**src/rtl/u409_tack_pkg.sv**
```systemverilog
// u409_tack_pkg: shared types and requester indices for the U409 cycle-termination arbiter.
package u409_tack_pkg;

  typedef enum logic [1:0] {
    IDLE    = 2'd0,
    DRIVE   = 2'd1,
    RELEASE = 2'd2,
    TURN    = 2'd3
  } tack_state_e;

  localparam int REQ_ROM    = 0;
  localparam int REQ_IRQ    = 1;
  localparam int REQ_AC     = 2;
  localparam int REQ_RTC    = 3;
  localparam int REQ_FLASH  = 4;
  localparam int REQ_CIA    = 5;
  localparam int REQ_DLY    = 7;

  localparam int COLL_CNT_W = 8;

endpackage

```
**src/rtl/u409_prio_pick.sv**
```systemverilog
// u409_prio_pick: combinational lowest-index one-hot picker with a multi-hit flag.
module u409_prio_pick #(
  parameter int N_REQ = 8
) (
  input  logic [N_REQ-1:0] cand,
  output logic [N_REQ-1:0] onehot,
  output logic             multi
);

  localparam logic [N_REQ-1:0] ONE = {{(N_REQ-1){1'b0}}, 1'b1};

  // Two's-complement trick isolates the lowest set bit; anything left over is a loser.
  assign onehot = cand & (~cand + ONE);
  assign multi  = |(cand & ~onehot);

endmodule

```
**src/rtl/u409_tack_arbiter.sv**
```systemverilog
// u409_tack_arbiter: single owner of the MC68040 TACKn/TBIn/TCIn drivers in U409.
// Grants one termination per bus cycle, sequences drive -> negate -> tristate -> turnaround,
// and counts collisions. The pad tristates are formed from TACK_OE in the pad wrapper.
// Optional feature macro: U409_TACK_TEA_EN (adds TEA_OUT; a grant to TEA_IDX ends in a bus error).
module u409_tack_arbiter
  import u409_tack_pkg::*;
#(
  parameter int               N_REQ        = 8,
  parameter logic [N_REQ-1:0] NOCACHE_MASK = {{(N_REQ-1){1'b1}}, 1'b0},
  parameter int               TURN_CYCLES  = 1
`ifdef U409_TACK_TEA_EN
  ,
  parameter int               TEA_IDX      = N_REQ-1
`endif
) (
  input  logic                  CLK40_IN,
  input  logic                  DELAYED_TACK_RST,
  input  logic                  TSn,
  input  logic [N_REQ-1:0]      REQ,
  output logic                  TACK_OE,
  output logic                  TACK_OUT,
  output logic                  TBI_OUT,
  output logic                  TCI_OUT,
  output logic [N_REQ-1:0]      GRANT,
  output logic                  BUSY,
  output logic                  COLLISION,
`ifdef U409_TACK_TEA_EN
  output logic                  TEA_OUT,
`endif
  output logic [COLL_CNT_W-1:0] COLL_CNT
);

  localparam logic [1:0] TURN_LAST = 2'(TURN_CYCLES - 1);

  tack_state_e      state, state_n;
  logic [N_REQ-1:0] pend, pend_n, cand, pick, grant_n;
  logic             multi, oe_n, tack_n, coll_n;
  logic [1:0]       turn_cnt, turn_n;
`ifdef U409_TACK_TEA_EN
  logic             tea_n;
`endif

  assign cand = pend | REQ;

  u409_prio_pick #(.N_REQ(N_REQ)) u_pick (
    .cand   (cand),
    .onehot (pick),
    .multi  (multi)
  );

  // Next-state and next-output decode for the termination sequence.
  always_comb begin
    state_n = state;
    pend_n  = pend | REQ;
    grant_n = GRANT;
    oe_n    = TACK_OE;
    tack_n  = TACK_OUT;
    coll_n  = 1'b0;
    turn_n  = turn_cnt;
`ifdef U409_TACK_TEA_EN
    tea_n   = TEA_OUT;
`endif
    case (state)
      IDLE: begin
        if (!TSn && (pend != '0) && (REQ == '0)) begin
          // A new cycle started while only old requests were pending: they are stale.
          pend_n = '0;
          coll_n = 1'b1;
        end else if (cand != '0) begin
          grant_n = pick;
          oe_n    = 1'b1;
          pend_n  = '0;
          coll_n  = multi;
          state_n = DRIVE;
`ifdef U409_TACK_TEA_EN
          if (pick[TEA_IDX]) tea_n = 1'b0;
          else               tack_n = 1'b0;
`else
          tack_n  = 1'b0;
`endif
        end
      end
      DRIVE: begin
        // Actively negate before tristating so the line never floats low.
        tack_n  = 1'b1;
`ifdef U409_TACK_TEA_EN
        tea_n   = 1'b1;
`endif
        state_n = RELEASE;
      end
      RELEASE: begin
        oe_n    = 1'b0;
        turn_n  = 2'd0;
        state_n = TURN;
      end
      TURN: begin
        if (turn_cnt == TURN_LAST) begin
          grant_n = '0;
          state_n = IDLE;
        end else begin
          turn_n = turn_cnt + 2'd1;
        end
      end
      default: state_n = IDLE;
    endcase
  end

  // State and registered outputs; reset releases the pads without waiting for a clock.
  always_ff @(posedge CLK40_IN or posedge DELAYED_TACK_RST) begin
    if (DELAYED_TACK_RST) begin
      state     <= IDLE;
      pend      <= '0;
      GRANT     <= '0;
      TACK_OE   <= 1'b0;
      TACK_OUT  <= 1'b1;
      COLLISION <= 1'b0;
      COLL_CNT  <= '0;
      turn_cnt  <= 2'd0;
`ifdef U409_TACK_TEA_EN
      TEA_OUT   <= 1'b1;
`endif
    end else begin
      state     <= state_n;
      pend      <= pend_n;
      GRANT     <= grant_n;
      TACK_OE   <= oe_n;
      TACK_OUT  <= tack_n;
      COLLISION <= coll_n;
      turn_cnt  <= turn_n;
      if (coll_n && (COLL_CNT != '1)) COLL_CNT <= COLL_CNT + 1'b1;
`ifdef U409_TACK_TEA_EN
      TEA_OUT   <= tea_n;
`endif
    end
  end

  assign BUSY    = (state != IDLE);
  assign TBI_OUT = TACK_OUT;
  // TACK_OUT is 1 whenever the pads are released, so TCI follows it back to 1.
  assign TCI_OUT = TACK_OUT | ~|(GRANT & NOCACHE_MASK);

endmodule

```
**config.mk**
```make
export PLATFORM = sky130hd
export DESIGN_NAME = u409_tack_arbiter
export DESIGN_NICKNAME = d
export VERILOG_FILES = /design/src/rtl/u409_tack_pkg.sv /design/src/rtl/u409_prio_pick.sv /design/src/rtl/u409_tack_arbiter.sv
export SDC_FILE = /design/constraint.sdc
export NUM_CORES = 1
export LEC_CHECK = 0
export ABC_CLOCK_PERIOD_IN_PS = 2900
export BUFFER_PORTS_ARGS = -buffer_cell sky130_fd_sc_hd__buf_4
export CAP_MARGIN = 20
export CORE_MARGIN = 2
export CORE_UTILIZATION = 51
export CTS_CLUSTER_SIZE = 12
export DETAILED_ROUTE_END_ITERATION = 16
export HOLD_SLACK_MARGIN = 0.05
export PLACE_DENSITY_LB_ADDON = 0.05
export SYNTH_ARGS = -nofsm -noshare
export SYNTH_HDL_FRONTEND = slang
export SYNTH_HIERARCHICAL = 1
export SYNTH_SLANG_ARGS = --single-unit
```
**constraint.sdc**
```tcl
create_clock -name CLK40_IN -period 2.9 [get_ports CLK40_IN]
set_input_delay 0.58 -clock CLK40_IN [delete_from_list [all_inputs] [get_ports CLK40_IN]]
set_output_delay 0.58 -clock CLK40_IN [all_outputs]
set_load 0.01 [all_outputs]
```
* Word level (Yosys, flattened, before mapping)
Index checks and enable logic that the tools add are counted.
Operators by class: $add $sub $neg 3, equality and inequality tests 8, mux-type cells 22, bitwise logic cells 6, reductions and logical operators 22
Operators with widths (count):
- $mux 8 | 6
- $add 8x1->8 const B | 2
- $and 8x8->8 | 2
- $not 8->8 | 2
- $pmux 8 s2 | 1
- $reduce_bool 8->1 | 2
- $reduce_bool 2->1 | 5
- $reduce_and 3->1 | 3
- $logic_not 8->1 | 1
- $mux 2 | 4
- $ne 2x2->1 const B | 4
- $ne 8x8->1 const B | 1
- $or 8x8->8 | 1
- $pmux 2 s4 | 1
- $reduce_or 8->1 | 1
- $mux 1 | 7
- $reduce_or 7->1 | 1
- $eq 2x2->1 const B | 2
- $logic_not 2->1 | 2
- $pmux 1 s2 | 2
- $pmux 2 s2 | 1
- $reduce_and 4->1 | 1
- $logic_and 1x1->1 | 3
- $add 2x1->2 const B | 1
- other kinds (4) | 5
Storage, ports and cells: bits in registers 31, input port bits 11, output and inout bits 22, logic and storage cells 69

* Logic depth before layout (Yosys ltp)
word-level depth 11, mapped depth 8, depth with buffers taken out 7

* Cells and area by module
Netlist, hierarchy kept.
By module, submodules not included:
- u409_tack_arbiter | instances 1, cells each 152, area an instance 1651.6 um^2, seq. area each 777.0 um^2
- u409_prio_pick | instances 1, cells each 18, area an instance 146.4 um^2, seq. area each 0.0 um^2

* Worst setup path after synthesis
No wires, ideal clock.
kind input-to-reg, from in REQ[0], to reg COLL_CNT[1], setup time 0.125 ns, arrival 2.549 ns, required time 2.775 ns, path slack 0.226 ns, stages 8, buffers on the path 1, path through or2_2 > or4_4 > a2111oi_2 > o22ai_1 > o21ba_1 > buf_6 > nor3b_4 > mux2_4
Between the ends: longest elaborated chain between the ends 11, elaborated cells on any way between the ends 14, classes of those cells 1 x add/sub; 3 x mux; 5 x bitwise; 5 x reduce/logical
RTL lines:
- start: declaration | line u409_tack_arbiter.sv:19 | input logic [N_REQ-1:0] REQ,
- $or 8x8->8 * | line u409_tack_arbiter.sv:43 | assign cand = pend | REQ;
- $not 8->8 | line u409_prio_pick.sv:13 | assign onehot = cand & (~cand + ONE);
- $add 8x1->8 | line u409_prio_pick.sv:13
- $and 8x8->8 | line u409_prio_pick.sv:13
- $not 8->8 | line u409_prio_pick.sv:14 | assign multi = |(cand & ~onehot);
- $and 8x8->8 * | line u409_prio_pick.sv:14
- $reduce_or 8->1 * | line u409_prio_pick.sv:14
- net multi | line u409_tack_arbiter.sv:37 | logic multi, oe_n, tack_n, coll_n;
- $mux 1 * | line u409_tack_arbiter.sv:69 | end else if (cand != '0) begin
- $mux 1 * | line u409_tack_arbiter.sv:65 | if (!TSn && (pend != '0) && (REQ == '0)) begin
- $mux 1 * | line u409_tack_arbiter.sv:63 | case (state)
- $logic_and 1x1->1 * | line u409_tack_arbiter.sv:130 | if (coll_n && (COLL_CNT != '1)) COLL_CNT <= COLL_CNT + 1'b1;
- end signal: assignment | line u409_tack_arbiter.sv:130
- end: declaration | line u409_tack_arbiter.sv:30 | output logic [COLL_CNT_W-1:0] COLL_CNT
The timed path passes the listed nets; every way through them passes the cells marked *. A chain may end at the register's enable or synchronous reset.

* Final worst setup path
from reg pend[0], to reg COLL_CNT[4]
Between the ends: longest elaborated chain between the ends 11, elaborated cells on any way between the ends 15, classes of those cells 1 x add/sub; 3 x mux; 5 x bitwise; 6 x reduce/logical
RTL lines:
- start: declaration | line u409_tack_arbiter.sv:36 | logic [N_REQ-1:0] pend, pend_n, cand, pick, grant_n;
- start signal: assignment | line u409_tack_arbiter.sv:124 | pend <= pend_n;
- $or 8x8->8 * | line u409_tack_arbiter.sv:43
- net cand[0] | line u409_tack_arbiter.sv:36
- $not 8->8 | line u409_prio_pick.sv:13
- $add 8x1->8 | line u409_prio_pick.sv:13
- $and 8x8->8 | line u409_prio_pick.sv:13
- $not 8->8 | line u409_prio_pick.sv:14
- $and 8x8->8 * | line u409_prio_pick.sv:14
- $reduce_or 8->1 * | line u409_prio_pick.sv:14
- net multi | line u409_tack_arbiter.sv:37
- $mux 1 * | line u409_tack_arbiter.sv:69
- $mux 1 * | line u409_tack_arbiter.sv:65
- $mux 1 * | line u409_tack_arbiter.sv:63
- $logic_and 1x1->1 * | line u409_tack_arbiter.sv:130
Marked as above.

==> run metrics <==
routed wl met2=roughly 1700 µm; total clock sinks=31; largest family of logic cells by synthesized area=simple AND/OR/NAND/NOR gates; Area contributors post-synth=dfrtp_1, ha_1, o41ai_1; Crit. Startpoint=pend[0]; Post-CTS Setup Inserts=0; post-DR vias/cell=5.49; FFs w/ async S/R, synth=100%; dpl hpwl=roughly 2800 µm; Yosys top cell area share=41.8%; initial detailed-routing violation count=88; simple-gate area share of the yosys netlist=about 25%; core area=3360 µm²; routed len/inst=14.3 µm; Post-Syn Area per Cell=10.6 µm²; DRT Pass-1 Iters=4; Post-synth top flop=dfrtp_1; Unique masters post-synth=48; max-slew violations=0; Final period util=90.6%; CP Data Required Time=3.12 ns; P&R area growth vs syn=20.6%; minimum clock period=roughly 2.6 ns; Max-cap violations=0; FMAX=approximately 380 MHz; worst-skew pair later-pin latency=about 0.34 ns; All-Layer GR Usage=20.6%; clk buf depth=2; crit-path max cell delay=~0.56 ns; met3 wire len=around 160 µm; Setup Viol. Count Final=0; pwr dens=818 nW/µm²; pin count of the biggest net entering global routing=32; Synth Area in Adders=4.87%; initial antenna violation count=0; Static Leak=0.973 nW; class of the worst hold path=input pin to asynchronous set/reset pin; via count=1422; post-route ant nets=0; status=finished, final reports clean; antenna cells=0; Ports=33; Post-synth EDFFs=0; Clock Tree Root=clkbuf_4; CTS clk-pin slew, worst paths=0.10 ns; first-pass GRT wire length=6390 µm; Mapped Nets=about 190; Mapped Area=1800 µm²; Worst-Margin Slew=0.487 ns; compound-cell area share of the yosys netlist=about an eighth; xor and xnor area share after synthesis=2.92%; fin worst setup slack=0.272 ns; mux share of post-synthesis cell area=4.87%; WL met1=1760 µm; CTS resizes=0; placer congestion estimate=0.831; Worst slew margin=66.6%; vias in the first global route=1407; critical path class=flop to flop; worst-path maximum fanout=6; worst vdd ir=between 0.5 and 0.6 mV; fill count=about 290; slowest library cell on the worst path=or4_4; gr ovfl total=0; Syn Inst Count=between 150 and 200; Die Y-Extent=63.4 µm; Post-CTS Hold Buffers=0; cells along the critical path=or2_2, or4_4, a2111oi_2, o22ai_1, o21ba_1, buf_4, nor3_1, xor2_1; Ys Warns=6; share of cells above drive strength 1=36.6%; CTS H-tree depth=2; Yosys reg bits=31; Synth area leader=dfrtp_1; Post-layout nets=230; PortBufs=32; TritonCTS Buffers=5; Arr. time, crit path=approximately 2.8 ns; Top Layer Used=met4; die width=63.4 µm; Worst R2R Start=pend[0]; Die ar.=around 4000 µm²; Core Util, Final=64.5%; Place WS=-0.00846 ns; DRC viols=0; WL final=around 3700 µm; Hold Slack=around 0.31 ns; Row Count=21; Initial Utilization=53.5%; final hold violation count=0; CTS tree=built; Layout Skew=0.00841 ns; CP Capture Type=flop; nature of the critical path startpoint=flop; RSZ-0062 raised after global routing=false; sequential share of the synthesized area=43.2%
==> power by group <==
part           internal [mW]  leakage (nW)  total (mW)  switching, mW
combinational          0.380         0.555       0.795          0.415
sequential             0.588         0.388       0.731          0.143
clock                 0.0944        0.0293       0.248          0.154
==> flip-flops by register name, summed over array words and instances (netlist names) <==
| signal | flops |
|---|---|
| COLL_CNT | 8 |
| GRANT | 8 |
| pend | 8 |
| state | 2 |
| turn_cnt | 2 |
| COLLISION | 1 |
| TACK_OE | 1 |
| TACK_OUT | 1 |
==> Yosys cell counts (2+ instances only) <==
master    number
ha_1           7
clkbuf_1       2
dfrtp_1       30
xor2_1         5
o21ai_0        8
inv_1         15
a22o_1         3
buf_6          2
buf_4          2
nor2_1         8
and2_1         9
a211o_2        2
mux2_4         3
nor3_1         5
mux2_2         2
or4_4          3
nand4_1        6
and3_1         2
nor3_2         2
nand2b_1       2
nand2_1        2
o41ai_1        8
mux2i_1        2
nor3b_1        2
or2_2          9
nor4_1         7
==> layout make-up <==
type	instances	area, µm²	share of cell area (%)
Timing Repair Buffer	41	308	14.2
Clock inverter	1	5.00	0.231
Sequential cell	31	777	35.8
Clock buffer	7	45.0	2.08
Multi-Input combinational cell	117	916	42.2
Inverter	16	60.1	2.77
Tap cell	46	57.6	2.65
==> through the flow <==
stage               power [mW]  cells  TNS (ns)  area, µm²
finish                    1.77    259         0       2170
global route              1.91    259         0       2170
CTS                       1.79    259         0       2170
detailed placement        1.54    251   -0.0160       2120
global placement          1.50    251         0       2120
floorplan                 1.22    170         0       1800
==> cells in the final DEF (no fill, tap or decap), types with 2 or more instances in the layout <==
cell type,synthesis,routed
dfrtp_1,30,30
mux2_4,3,3
ha_1,7,7
clkbuf_4,0,5
nor3_1,5,5
and2_1,9,9
mux2_2,2,2
o41ai_1,8,8
a211o_2,2,2
nor3_2,2,2
or4_4,3,3
mux2i_1,2,2
clkbuf_1,2,2
inv_1,15,15
nor3b_1,2,2
a22o_1,3,3
buf_4,2,41
nor2_1,8,8
nor4_1,7,7
nand2b_1,2,2
or2_2,9,9
nand4_1,6,6
nand2_1,2,2
xor2_1,5,5
and3_1,2,2
o21ai_0,8,8
==> worst max-delay path, delay by kind of cell, from the launching register on <==
family / cells / cell delay (ns)
AND/OR/NAND/NOR: 3 / 0.93
AO/OA/AOI/OAI: 3 / 0.84
flip-flops: 1 / 0.40
buffers and inverters: 1 / 0.19
XOR/XNOR: 1 / 0.15
==> cell families (layout without fill, tap and decap cells) <==
logic type,count (synthesis),count (layout)
buffers and inverters,22,65
XOR/XNOR,6,6
AND/OR/NAND/NOR,67,67
flip-flops,31,31
adder cells (fa/ha/maj),7,7
multiplexers,7,7
AO/OA/AOI/OAI,30,30
==> layer usage <==
| layer | global-route usage (%) | up-vias |
|---|---|---|
| li1 | - | 700 |
| met2 | 33.6 | 34 |
| met5 | 0 | - |
| met4 | 7.34 | 0 |
| met3 | 4.82 | 5 |
| met1 | 26.7 | 683 |
==> final timing paths <==
path	to	slack, ns	depth (start not counted)
max in group asynchronous	TACK_OUT	2.27	3
min	turn_cnt[0]	0.31	3
max reg2reg	COLL_CNT[4]	0.27	8
max	COLL_CNT[4]	0.27	8
min in group CLK40_IN	COLL_CNT[5]	0.52	1
min reg2reg	COLL_CNT[5]	0.52	1
Power figures use the tool's default switching activity.
